==> src/rtl/matmul_engine.sv <==
// matmul_engine: NxN C = A x B, SRAM-loaded operands, one MAC per cycle, valid/ready result stream; MATMUL_SIGNED_EN selects two's-complement arithmetic.
module matmul_engine #(
  parameter int N      = 4,
  parameter int DW     = 8,
  parameter int AW     = 11,
  parameter int BASE_A = 0,
  parameter int BASE_B = 16,
  localparam int LW    = $clog2(N),
  localparam int RW    = 2*DW + LW
) (
  input  logic          clk,
  input  logic          rst,
  input  logic          start,
  output logic          busy,
  output logic          done,
  output logic          mem_en,
  output logic [AW-1:0] mem_addr,
  input  logic [DW-1:0] mem_rdata,
  output logic          res_valid,
  input  logic          res_ready,
  output logic [RW-1:0] res_data,
  output logic [LW-1:0] res_row,
  output logic [LW-1:0] res_col,
  output logic          res_last
);
  localparam int EW = $clog2(N*N);
  localparam int CW = $clog2(2*N*N + 1);
  localparam logic [CW-1:0] NN   = CW'(N*N);
  localparam logic [CW-1:0] LAST = CW'(2*N*N);
  localparam logic [LW-1:0] KL   = LW'(N-1);
  localparam logic [EW-1:0] NE   = EW'(N);
  localparam logic [AW-1:0] BA   = AW'(BASE_A);
  localparam logic [AW-1:0] BB   = AW'(BASE_B);

  typedef enum logic [2:0] {IDLE, LOAD, MAC, EMIT, DONE} state_t;
  state_t state, state_n;

  logic [CW-1:0]   cnt, rd_idx;
  logic            rd_valid;
  logic [LW-1:0]   i, j, k;
  logic [RW-1:0]   acc, prod_x;
  logic [2*DW-1:0] prod;
  logic [DW-1:0]   a_op, b_op;
  logic [DW-1:0]   a_mem [N*N];
  logic [DW-1:0]   b_mem [N*N];

  // Arrays keep the SRAM's column-major order, so the word offset is the array index.
  assign a_op = a_mem[EW'(k)*NE + EW'(i)];
  assign b_op = b_mem[EW'(j)*NE + EW'(k)];

`ifdef MATMUL_SIGNED_EN
  assign prod   = {{DW{a_op[DW-1]}}, a_op} * {{DW{b_op[DW-1]}}, b_op};
  assign prod_x = {{LW{prod[2*DW-1]}}, prod};
`else
  assign prod   = {{DW{1'b0}}, a_op} * {{DW{1'b0}}, b_op};
  assign prod_x = {{LW{1'b0}}, prod};
`endif

  assign busy      = state != IDLE;
  assign done      = state == DONE;
  assign res_valid = state == EMIT;
  assign res_last  = res_valid && res_row == KL && res_col == KL;
  assign mem_en    = state == LOAD && cnt < LAST;
  assign mem_addr  = !mem_en ? '0 : cnt < NN ? BA + AW'(cnt) : BB + AW'(cnt - NN);

  always_ff @(posedge clk)
    state <= rst ? IDLE : state_n;

  always_comb begin
    state_n = state;
    case (state)
      IDLE:    state_n = start ? LOAD : IDLE;
      LOAD:    state_n = cnt == LAST ? MAC : LOAD;
      MAC:     state_n = k == KL ? EMIT : MAC;
      EMIT:    state_n = !res_ready ? EMIT : res_last ? DONE : MAC;
      DONE:    state_n = IDLE;
      default: state_n = IDLE;
    endcase
  end

  // Read data lags the issue cycle by one, so the issuing index rides along with it.
  always_ff @(posedge clk) begin
    if (rd_valid && rd_idx < NN) a_mem[EW'(rd_idx)] <= mem_rdata;
    if (rd_valid && rd_idx >= NN) b_mem[EW'(rd_idx - NN)] <= mem_rdata;
  end

  always_ff @(posedge clk) begin
    if (rst) begin
      cnt      <= '0;
      rd_idx   <= '0;
      rd_valid <= 1'b0;
      i        <= '0;
      j        <= '0;
      k        <= '0;
      acc      <= '0;
      res_data <= '0;
      res_row  <= '0;
      res_col  <= '0;
    end else begin
      rd_valid <= mem_en;
      rd_idx   <= cnt;
      case (state)
        IDLE: cnt <= '0;
        LOAD: begin
          cnt <= cnt + CW'(1);
          i   <= '0;
          j   <= '0;
          k   <= '0;
          acc <= '0;
        end
        MAC: begin
          acc <= acc + prod_x;
          k   <= k == KL ? '0 : k + LW'(1);
          if (k == KL) begin
            res_data <= acc + prod_x;
            res_row  <= i;
            res_col  <= j;
          end
        end
        EMIT: if (res_ready) begin
          acc <= '0;
          j   <= j == KL ? '0 : j + LW'(1);
          if (j == KL) i <= i + LW'(1);
        end
        default: ;
      endcase
    end
  end
endmodule

==> config.mk <==
export PLATFORM = sky130hd
export DESIGN_NAME = matmul_engine
export DESIGN_NICKNAME = d
export VERILOG_FILES = /design/src/rtl/matmul_engine.sv
export SDC_FILE = /design/constraint.sdc
export NUM_CORES = 1
export LEC_CHECK = 0
export CAP_MARGIN = 20
export CORE_UTILIZATION = 26
export DETAILED_ROUTE_END_ITERATION = 10
export SETUP_SLACK_MARGIN = 0.3
export SYNTH_ARGS = -nofsm -noshare
export SYNTH_HDL_FRONTEND = slang
export SYNTH_SLANG_ARGS = --single-unit
==> constraint.sdc <==
create_clock -name clk -period 11.9 [get_ports clk]
set_clock_uncertainty 0.2 [all_clocks]
set_input_delay 1.785 -clock clk [delete_from_list [all_inputs] [get_ports clk]]
set_output_delay 1.785 -clock clk [all_outputs]
set_load 0.02 [all_outputs]
* After elaboration in Yosys (flattened, before gate mapping)
Memory sizes are Yosys's and may differ from the RTL's.
Index checks and enable logic that the tools add are counted.
** Word-level totals
- Register bits :: 62
- Latch bits :: 0
- RAM bits :: 256
- Bits in read-only memories :: 0
- Input port bits :: 12
- Output and inout port bits :: 38
- Logic and storage cells :: 77
- Memories :: 2
** Cells by class
- $add $sub $neg :: 10
- $mul :: 1
- Divide/modulo/power cells :: 0
- Order comparisons :: 4
- Equal/unequal tests :: 11
- Shift operators :: 0
- Multiplexer cells :: 23
- Bitwise logic cells :: 0
- Reduce and logical (&&, ||, !) cells :: 15
** Memory list
- a_mem :: depth 16, width 8, read ports 1, clocked after Yosys merged registers in 0, write ports 1, RTL line 44 : logic [DW-1:0] a_mem [N*N];
- b_mem :: depth 16, width 8, read ports 1, clocked after Yosys merged registers in 0, write ports 1, RTL line 45 : logic [DW-1:0] b_mem [N*N];
** Operator list (count)
- one-hot mux 18 bit (3 select lines) :: 1
- 2-to-1 mux 11 bit :: 2
- adder 18 x 16 -> 18 bit :: 1
- 2-to-1 mux 18 bit :: 1
- multiplier 8 x 8 -> 16 bit :: 1
- < comparator 6 x 5 -> 1 bit, second input constant :: 2
- 2-to-1 mux 2 bit :: 6
- one-hot mux 2 bit (2 select lines) :: 3
- one-hot mux 3 bit (4 select lines) :: 1
- one-hot mux 6 bit (2 select lines) :: 1
- adder 4 x 2 -> 4 bit :: 2
- adder 6 x 7 -> 8 bit, first input constant :: 1
- equality test 2 bit, second input constant :: 4
- subtractor 6 x 5 -> 7 bit, second input constant :: 1
- adder 2 x 1 -> 2 bit, second input constant :: 3
- adder 6 x 1 -> 6 bit, second input constant :: 1
- equality test 3 x 2 -> 1 bit, second input constant :: 2
- equality test 6 bit, second input constant :: 1
- greater-or-equal comparator 6 x 5 -> 1 bit, second input constant :: 1
- < comparator 6 bit, second input constant :: 1
- 2-to-1 mux 1 bit :: 6
- 2-to-1 mux 3 bit :: 2
- AND reduction 2 bit :: 3
- nonzero test 2 bit :: 3
- other kinds (8) :: 14

* Depth between registers and ports, before layout
Gate-level depths: netlist (run 1).
- Word-level depth :: 6
- Depth in mapped cells :: 20
- Mapped depth without buffers :: 18

* Least setup slack after synthesis (run 1)
OpenSTA, ideal clock, no wires.
- Path kind :: register to register
- Start point :: reg k[0]
- End point :: reg acc[17]
- Setup time :: 0.120 ns
- Arrival :: 5.550 ns
- Slack :: 6.030 ns
- Stages on the path, launching flop included :: 20
- Period minus slack after synthesis :: 5.870 ns
- Cell sequence :: dfxtp_1 -> buf_2 -> mux4_2 -> mux4_2 -> and2_1 -> fa_1 -> inv_1 -> fa_1 -> inv_1 -> fa_1 -> inv_1 -> fa_1 -> inv_1 -> ha_1 -> o21ai_0 -> o21ai_1 -> a21boi_1 -> o41a_1 -> mux2i_1 -> a211o_1
** Between the ends
- Word-level cells in the longest chain between the ends :: 5
- Elaborated cells on any way between the ends :: 7
- Classes of those cells :: 3 x add/sub; 1 x mul; 1 x mux; 2 x memory
** Ends and longest elaborated chain
- from (decl) :: RTL line 40 : logic [LW-1:0] i, j, k;
- from (signal assigned) :: RTL line 113 : k <= k == KL ? '0 : k + LW'(1);
- adder 4 x 2 -> 4 bit, on equally long branches :: RTL line 48, 49
- memory (16 x 8 bit), on equally long branches
- multiplier 8 x 8 -> 16 bit * :: RTL line 55 : assign prod = {{DW{1'b0}}, a_op} * {{DW{1'b0}}, b_op};
- adder 18 x 16 -> 18 bit * :: RTL line 112 : acc <= acc + prod_x;
- one-hot mux 18 bit (3 select lines) * :: RTL line 102 : case (state)
- to (signal assigned) :: RTL line 112
- to (decl) :: RTL line 41 : logic [RW-1:0] acc, prod_x;
Mark *: on every way between the ends. The rest lies on a longest branch, timed or not.
A chain may end at the register's enable or synchronous reset.

* Final worst setup path (run 1)
Same ends and word-level chain as after synthesis.

==> impl_metrics.json, run 1 <==
{
  "status": "complete, no violations",
  "cts-htree-levels": 2,
  "worstSetupEndpointType": "register",
  "wire_per_inst_um": 17.99,
  "wl_mm": 33.55,
  "hold_violations": 0,
  "syn_area_mm2": 0.01500,
  "p_leak_nw": 6.010,
  "syn_inst": 1029,
  "min-delay-path-class": "register to register",
  "coreArea_mm2": 0.05671,
  "cp.arrival_ps": 7150,
  "synth_fp_nets": 1138,
  "start_util_pct": 26.44,
  "slowest_delay_ps": 730,
  "cts.sinks": 318,
  "hold_path_depth": 2,
  "grt_pass1_wl_mm": 52.37,
  "ys_async_sr_fraction_pct": 0,
  "drcViolationCount": 0,
  "tightest_slew_ps": 1098,
  "hold_buffers": 0,
  "grt-ovfl-total": 0,
  "r2r_slack_ps": 4960,
  "vias": 8410,
  "synth_ff_type": "edfxtp_1",
  "criticalPathCategory": "register to register",
  "layout-drive-gt1-share_pct": 13.17,
  "dieWidth_um": 242.2,
  "via_per_inst": 4.509,
  "io_buffers": 49,
  "grtUsageTotal_pct": 11.52,
  "hold_slack_ps": 255.3,
  "grt_max_degree": 62,
  "relSlewSlack_pct": 26.50,
  "cp-start-kind": "register",
  "postSynthAreaPerCell_um2": 14.57,
  "synth_seq_area_share_pct": 59.54,
  "grt_pass1_vias": 8646,
  "fin_nets": 1192,
  "min_from": "res_data[7]$_SDFFE_PP0P_",
  "finalCritPeriodShare_pct": 58.33,
  "cp_top_family": "adder cells",
  "clk_pin_slew_ps": 60,
  "worstReg2RegStart": "k[0]$_SDFFE_PP0P_",
  "place_area_mm2": 0.01626,
  "yosys.cell_types.count": 53,
  "cts_root_buf": "clkbuf_16",
  "place_hpwl_mm": 22.60,
  "drtAntennaViolNets": 0,
  "whs_endpoint": "res_data[7]$_SDFFE_PP0P_",
  "critPathBufInv": 5,
  "ir_drop_v": 0.00008466,
  "die_area_mm2": 0.05864,
  "ys_ff_latch": 318,
  "yosysWarnings": 0,
  "drt_pass1_iterations": 6,
  "cts_tree": "built",
  "chipHeight_um": 242.2,
  "crit_chain": "buf_4 > mux4_2 > mux4_2 > and2_1 > fa_1 > inv_1 > fa_1 > inv_1 > fa_1 > inv_1 > fa_1 > inv_1 > ha_1 > o21ai_0 > o21ai_1 > a21boi_1 > o41a_1 > mux2i_1 > a211o_1",
  "drt_iter0_markers": 749,
  "rsz0062_at_grt": "false",
  "crit_fanout": 36,
  "min_period_ps": 6941,
  "n_antenna_cell": 0,
  "instances_no_fill": 1865,
  "drv_slew": 0,
  "post_cts_resized": 0,
  "antenna_found_initial": 1,
  "clkLatencyLatePin_ps": 530,
  "max-cap-violations": 0,
  "fmax_mhz": 144.1,
  "reg2regPathDepth": 19,
  "finalSetupViolations": 0,
  "crit_slowest_cell": "dfxtp_4",
  "place_congestion": 0.7875,
  "synth_edf_count": 256,
  "required_ps": 12100,
  "cts_buffers": 35,
  "fin_area_mm2": 0.01749,
  "r2r_end": "acc[17]$_SDFFE_PP0P_",
  "clock_path_buffers": 3,
  "pin_count": 50,
  "p_per_area_mw_per_mm2": 136.6,
  "post_cts_buffers": 0,
  "rows": 87,
  "area_growth_pct": 16.60,
  "fin_tns_setup_ps": 0,
  "dp_cells": 1795,
  "fin_util_pct": 30.83
}
## kinds of logic after synthesis
family / after synthesis / share of synthesized area, %
multiplexers: 82 / 12.26
flip-flops: 318 / 59.54
buffers and inverters: 148 / 4.164
adder cells (fa/ha/maj): 97 / 10.60
AND/OR/NAND/NOR: 271 / 8.277
AO/OA/AOI/OAI: 103 / 4.489
XOR/XNOR: 10 / 0.6759
## layout make-up
| type | count | area (um2) |
|---|---|---|
| fillers | 5517 | 39230 |
| flip-flops and latches | 318 | 8934 |
| multi-input cells | 563 | 5443 |
| well taps | 756 | 945.9 |
| clock buffers | 42 | 902.1 |
| repair buffers | 63 | 706.9 |
| inverters | 102 | 382.9 |
| clock inverters | 21 | 171.4 |
## worst max-delay path by stage
stage | end | from | depth (start not counted)
finish | acc[17]$_SDFFE_PP0P_ | k[0]$_SDFFE_PP0P_ | 19
global route | acc[17]$_SDFFE_PP0P_ | k[0]$_SDFFE_PP0P_ | 19
CTS | acc[17]$_SDFFE_PP0P_ | k[0]$_SDFFE_PP0P_ | 19
detailed placement | acc[17]$_SDFFE_PP0P_ | k[0]$_SDFFE_PP0P_ | 19
global placement | acc[17]$_SDFFE_PP0P_ | k[0]$_SDFFE_PP0P_ | 19
floorplan | acc[17]$_SDFFE_PP0P_ | k[0]$_SDFFE_PP0P_ | 19
## cells in the mapped netlist, drive strengths merged (19+ instances only)
master  count  area, um2
a21oi      33      165.2
and2       39      244.0
buf        19      140.1
clkbuf     27      101.4
dfxtp      62       1241
edfxtp    256       7687
fa         50       1001
ha         47      588.1
inv       102      382.9
mux4       80       1817
nand2      92      345.3
nor2       83      311.6
## cells in the final DEF, fill, tap and decap left out, types with 3 or more instances in the layout
cell	instances
nand3b_1	5
and2_1	39
clkbuf_1	7
clkinv_1	8
nand4_1	3
a22oi_1	14
fa_1	50
inv_1	102
nor3b_1	4
ha_1	47
nand2_1	92
buf_4	6
nand2b_1	4
o21a_1	4
a211oi_1	4
a21oi_1	33
o31ai_1	4
clkdlybuf4s50_1	48
mux4_1	4
nor2_1	83
nor3_1	15
dfxtp_1	60
a21o_1	9
o21ai_1	4
clkinv_2	7
clkbuf_16	36
nand3_1	11
a22o_1	3
nor2b_1	8
mux4_2	76
o21ai_0	11
xnor2_1	8
o21bai_1	3
edfxtp_1	256
buf_16	4
## state kept, by name, indices dropped and copies added, names as in the netlist, 2 cells and up
register,count
a_mem,128
b_mem,128
acc,18
res_data,18
cnt,6
rd_idx,6
state,3
i,2
j,2
k,2
res_col,2
res_row,2
## worst register-to-register path, stage by stage (launching register included)
cell,delay [ps]
dfxtp_4,730
buf_4,610
mux4_2,590
mux4_2,560
and2_1,190
fa_1,530
inv_1,50
fa_1,480
inv_1,60
fa_1,530
inv_1,60
fa_1,520
inv_1,40
ha_1,320
o21ai_0,120
o21ai_1,260
a21boi_1,130
o41a_1,410
mux2i_1,160
a211o_1,270
## metal layers
metal,track usage (%),up-vias,share of wire [%]
met5,0,-,0.039
li1,-,3851,-
met3,2.193,55,5.3
met1,16.08,4271,47
met4,2.662,2,1.9
met2,18.45,231,46
## power breakdown
group	total (mW)	switching [mW]	internal [mW]
Clock	1.03	0.441	0.590
Combinational	0.154	0.0957	0.0582
Sequential	1.20	0.00199	1.20
Total	2.39	0.539	1.85
## through the flow
step	power, mW	worst slack, ps
6_report	2.388	4959
5_1_grt	2.473	4571
4_1_cts	2.407	4886
3_5_place_dp	1.376	4904
3_3_place_gp	1.372	4958
2_1_floorplan	1.327	6030
(Power assumes the default switching activity.)
==> run 2: changes to the inputs <==
==> constraint.sdc (replaced) <==
create_clock -name clk -period 6 [get_ports clk]
set_clock_uncertainty 0.2 [all_clocks]
set_input_delay 0.9 -clock clk [delete_from_list [all_inputs] [get_ports clk]]
set_output_delay 0.9 -clock clk [all_outputs]
set_load 0.02 [all_outputs]
==> impl_metrics.json, run 2 (synthesis gave the netlist of run 1 again) <==
{
  "route.met3.wl_mm": 1.999,
  "worstSetupEndpointType": "register",
  "grt_pass1_wl_mm": 54.10,
  "criticalPathCategory": "register to register",
  "tightest_slew_ps": 1001,
  "wire_per_inst_um": 18.20,
  "crit_fanout": 7,
  "top_layer_used": "met4",
  "status": "complete, no violations",
  "hold_slack_ps": 255.2,
  "final_common_cell": "edfxtp_1",
  "multiInputGateArea_mm2": 0.005724,
  "cts_tree": "built",
  "p_per_area_mw_per_mm2": 267.8,
  "cts-htree-levels": 2,
  "fmax_mhz": 167.5,
  "grt-ovfl-total": 0,
  "clkLatencyLatePin_ps": 540,
  "layout-drive-gt1-share_pct": 22.26,
  "p_leak_nw": 6.335,
  "reg.largest.list": "a_mem (128), b_mem (128)",
  "grt_pass1_vias": 9019,
  "fillCellCount": 5461,
  "clk_pin_slew_ps": 50,
  "die_area_mm2": 0.05864,
  "place_congestion": 0.8283,
  "finalCritPeriodShare_pct": 99.52,
  "pin_count": 50,
  "n_antenna_cell": 0,
  "hold_violations": 0,
  "finalSetupViolations": 0,
  "fin_nets": 1244,
  "drcViolationCount": 0,
  "drv_slew": 0,
  "hold_buffers": 0,
  "place_hpwl_mm": 23.77,
  "start_util_pct": 26.44,
  "min_period_ps": 5971,
  "drt_pass1_iterations": 5,
  "chipHeight_um": 242.2,
  "cts_buffers": 36,
  "relSlewSlack_pct": 33.28,
  "via_per_inst": 4.532,
  "cts_root_buf": "clkbuf_16",
  "p_total_mw": 4.905,
  "antenna_found_initial": 0,
  "grt_max_degree": 62,
  "final-seq-area_mm2": 0.008936,
  "rsz0062_at_grt": "true",
  "wl_mm": 34.86,
  "drtAntennaViolNets": 0,
  "drt_iter0_markers": 788,
  "required_ps": 6220,
  "instances_no_fill": 1915,
  "clock_path_buffers": 3,
  "area_growth_pct": 22.14,
  "cts.sinks": 318,
  "dp_cells": 1829,
  "met2_length_mm": 16.08,
  "final_cell_mix": "edfxtp_1 (256), inv_1 (94), nand2_1 (88)",
  "max-cap-violations": 0,
  "coreArea_mm2": 0.05671,
  "vias": 8679,
  "cp-start-kind": "register",
  "met1_length_mm": 15.97,
  "rows": 87,
  "dieWidth_um": 242.2,
  "min-delay-path-class": "register to register",
  "grtUsageTotal_pct": 11.85,
  "io_buffers": 49,
  "ir_drop_v": 0.0001469,
  "cp.arrival_ps": 6190
}
## run 2: through the flow
| step | utilization, % | cell area [um2] | worst slack [ps] | setup TNS (ps) |
|---|---|---|---|---|
| 4_1_cts | 31.74 | 18000 | 92.45 | 0 |
| 3_3_place_gp | 29.34 | 16640 | 17.56 | 0 |
| 5_1_grt | 32.29 | 18320 | -122.5 | -230.6 |
| 6_report | 32.29 | 18320 | 28.62 | 0 |
| 2_1_floorplan | - | 15100 | 304.4 | 0 |
| 3_5_place_dp | 29.40 | 16680 | -61.89 | -100.1 |
## run 2: where the power goes
| group | internal (mW) | total, mW | leakage, nW | switching [mW] |
|---|---|---|---|---|
| logic | 0.201 | 0.453 | 3.00 | 0.253 |
| registers | 2.38 | 2.39 | 2.80 | 0.00370 |
| clock network | 1.18 | 2.07 | 0.531 | 0.889 |
## run 2: critical path, cell delays in order, from the launching register on
cell      delay [ps]
dfxtp_4          430
buf_8            170
mux4_2           530
mux4_2           610
and2_4           210
fa_1             550
fa_1             440
fa_1             530
inv_2             40
fa_1             510
inv_2             50
ha_4             270
a21o_1           150
a21boi_1          70
a21boi_2         170
o41a_1           460
xnor2_1          170
a211o_1          300
## run 2: cell type report
class                      count  area share [%]
clock buffer                  47           5.417
sequential                   318           48.79
tap                          756           5.165
timing repair buffer         114           6.709
clock inverter                15          0.5738
multi-input combinational    563           31.25
inverter                     102           2.090
## run 2: what timing repair did
| item | in CTS | in global routing |
|---|---|---|
| buffers inserted | 13 | 5 |
| endpoints found under the hold margin | 0 | 0 |
| gates resized for setup | 36 | 32 |
| gates cloned | 1 | 0 |
| endpoints found under the setup margin | 15 | 20 |
| pin swaps | 29 | 10 |
## run 2: worst paths after layout
path / startpoint / to / slack (ps) / cells after the start
max: i[0]$_SDFFE_PP0P_ / acc[17]$_SDFFE_PP0P_ / 30 / 17
min: res_data[7]$_SDFFE_PP0P_ / res_data[7]$_SDFFE_PP0P_ / 260 / 2
max reg2reg: i[0]$_SDFFE_PP0P_ / acc[17]$_SDFFE_PP0P_ / 30 / 17
min reg2reg: res_data[7]$_SDFFE_PP0P_ / res_data[7]$_SDFFE_PP0P_ / 260 / 2
## run 2: layer usage
layer | GRT usage [%] | vias up
li1 | - | 3948
met1 | 16.28 | 4420
met2 | 18.70 | 255
met3 | 2.581 | 56
met4 | 3.537 | 0
met5 | 0 | -
==> run 3: changes to the inputs <==
--- a/config.mk
+++ b/config.mk
@@ -7,6 +7,7 @@
 export LEC_CHECK = 0
 export CAP_MARGIN = 20
 export CORE_UTILIZATION = 26
+export CTS_CLUSTER_DIAMETER = 200
 export DETAILED_ROUTE_END_ITERATION = 10
 export SETUP_SLACK_MARGIN = 0.3
 export SYNTH_ARGS = -nofsm -noshare
==> results of run 3 <==
The final DEF is identical to that of run 2; final timing and power are the same.
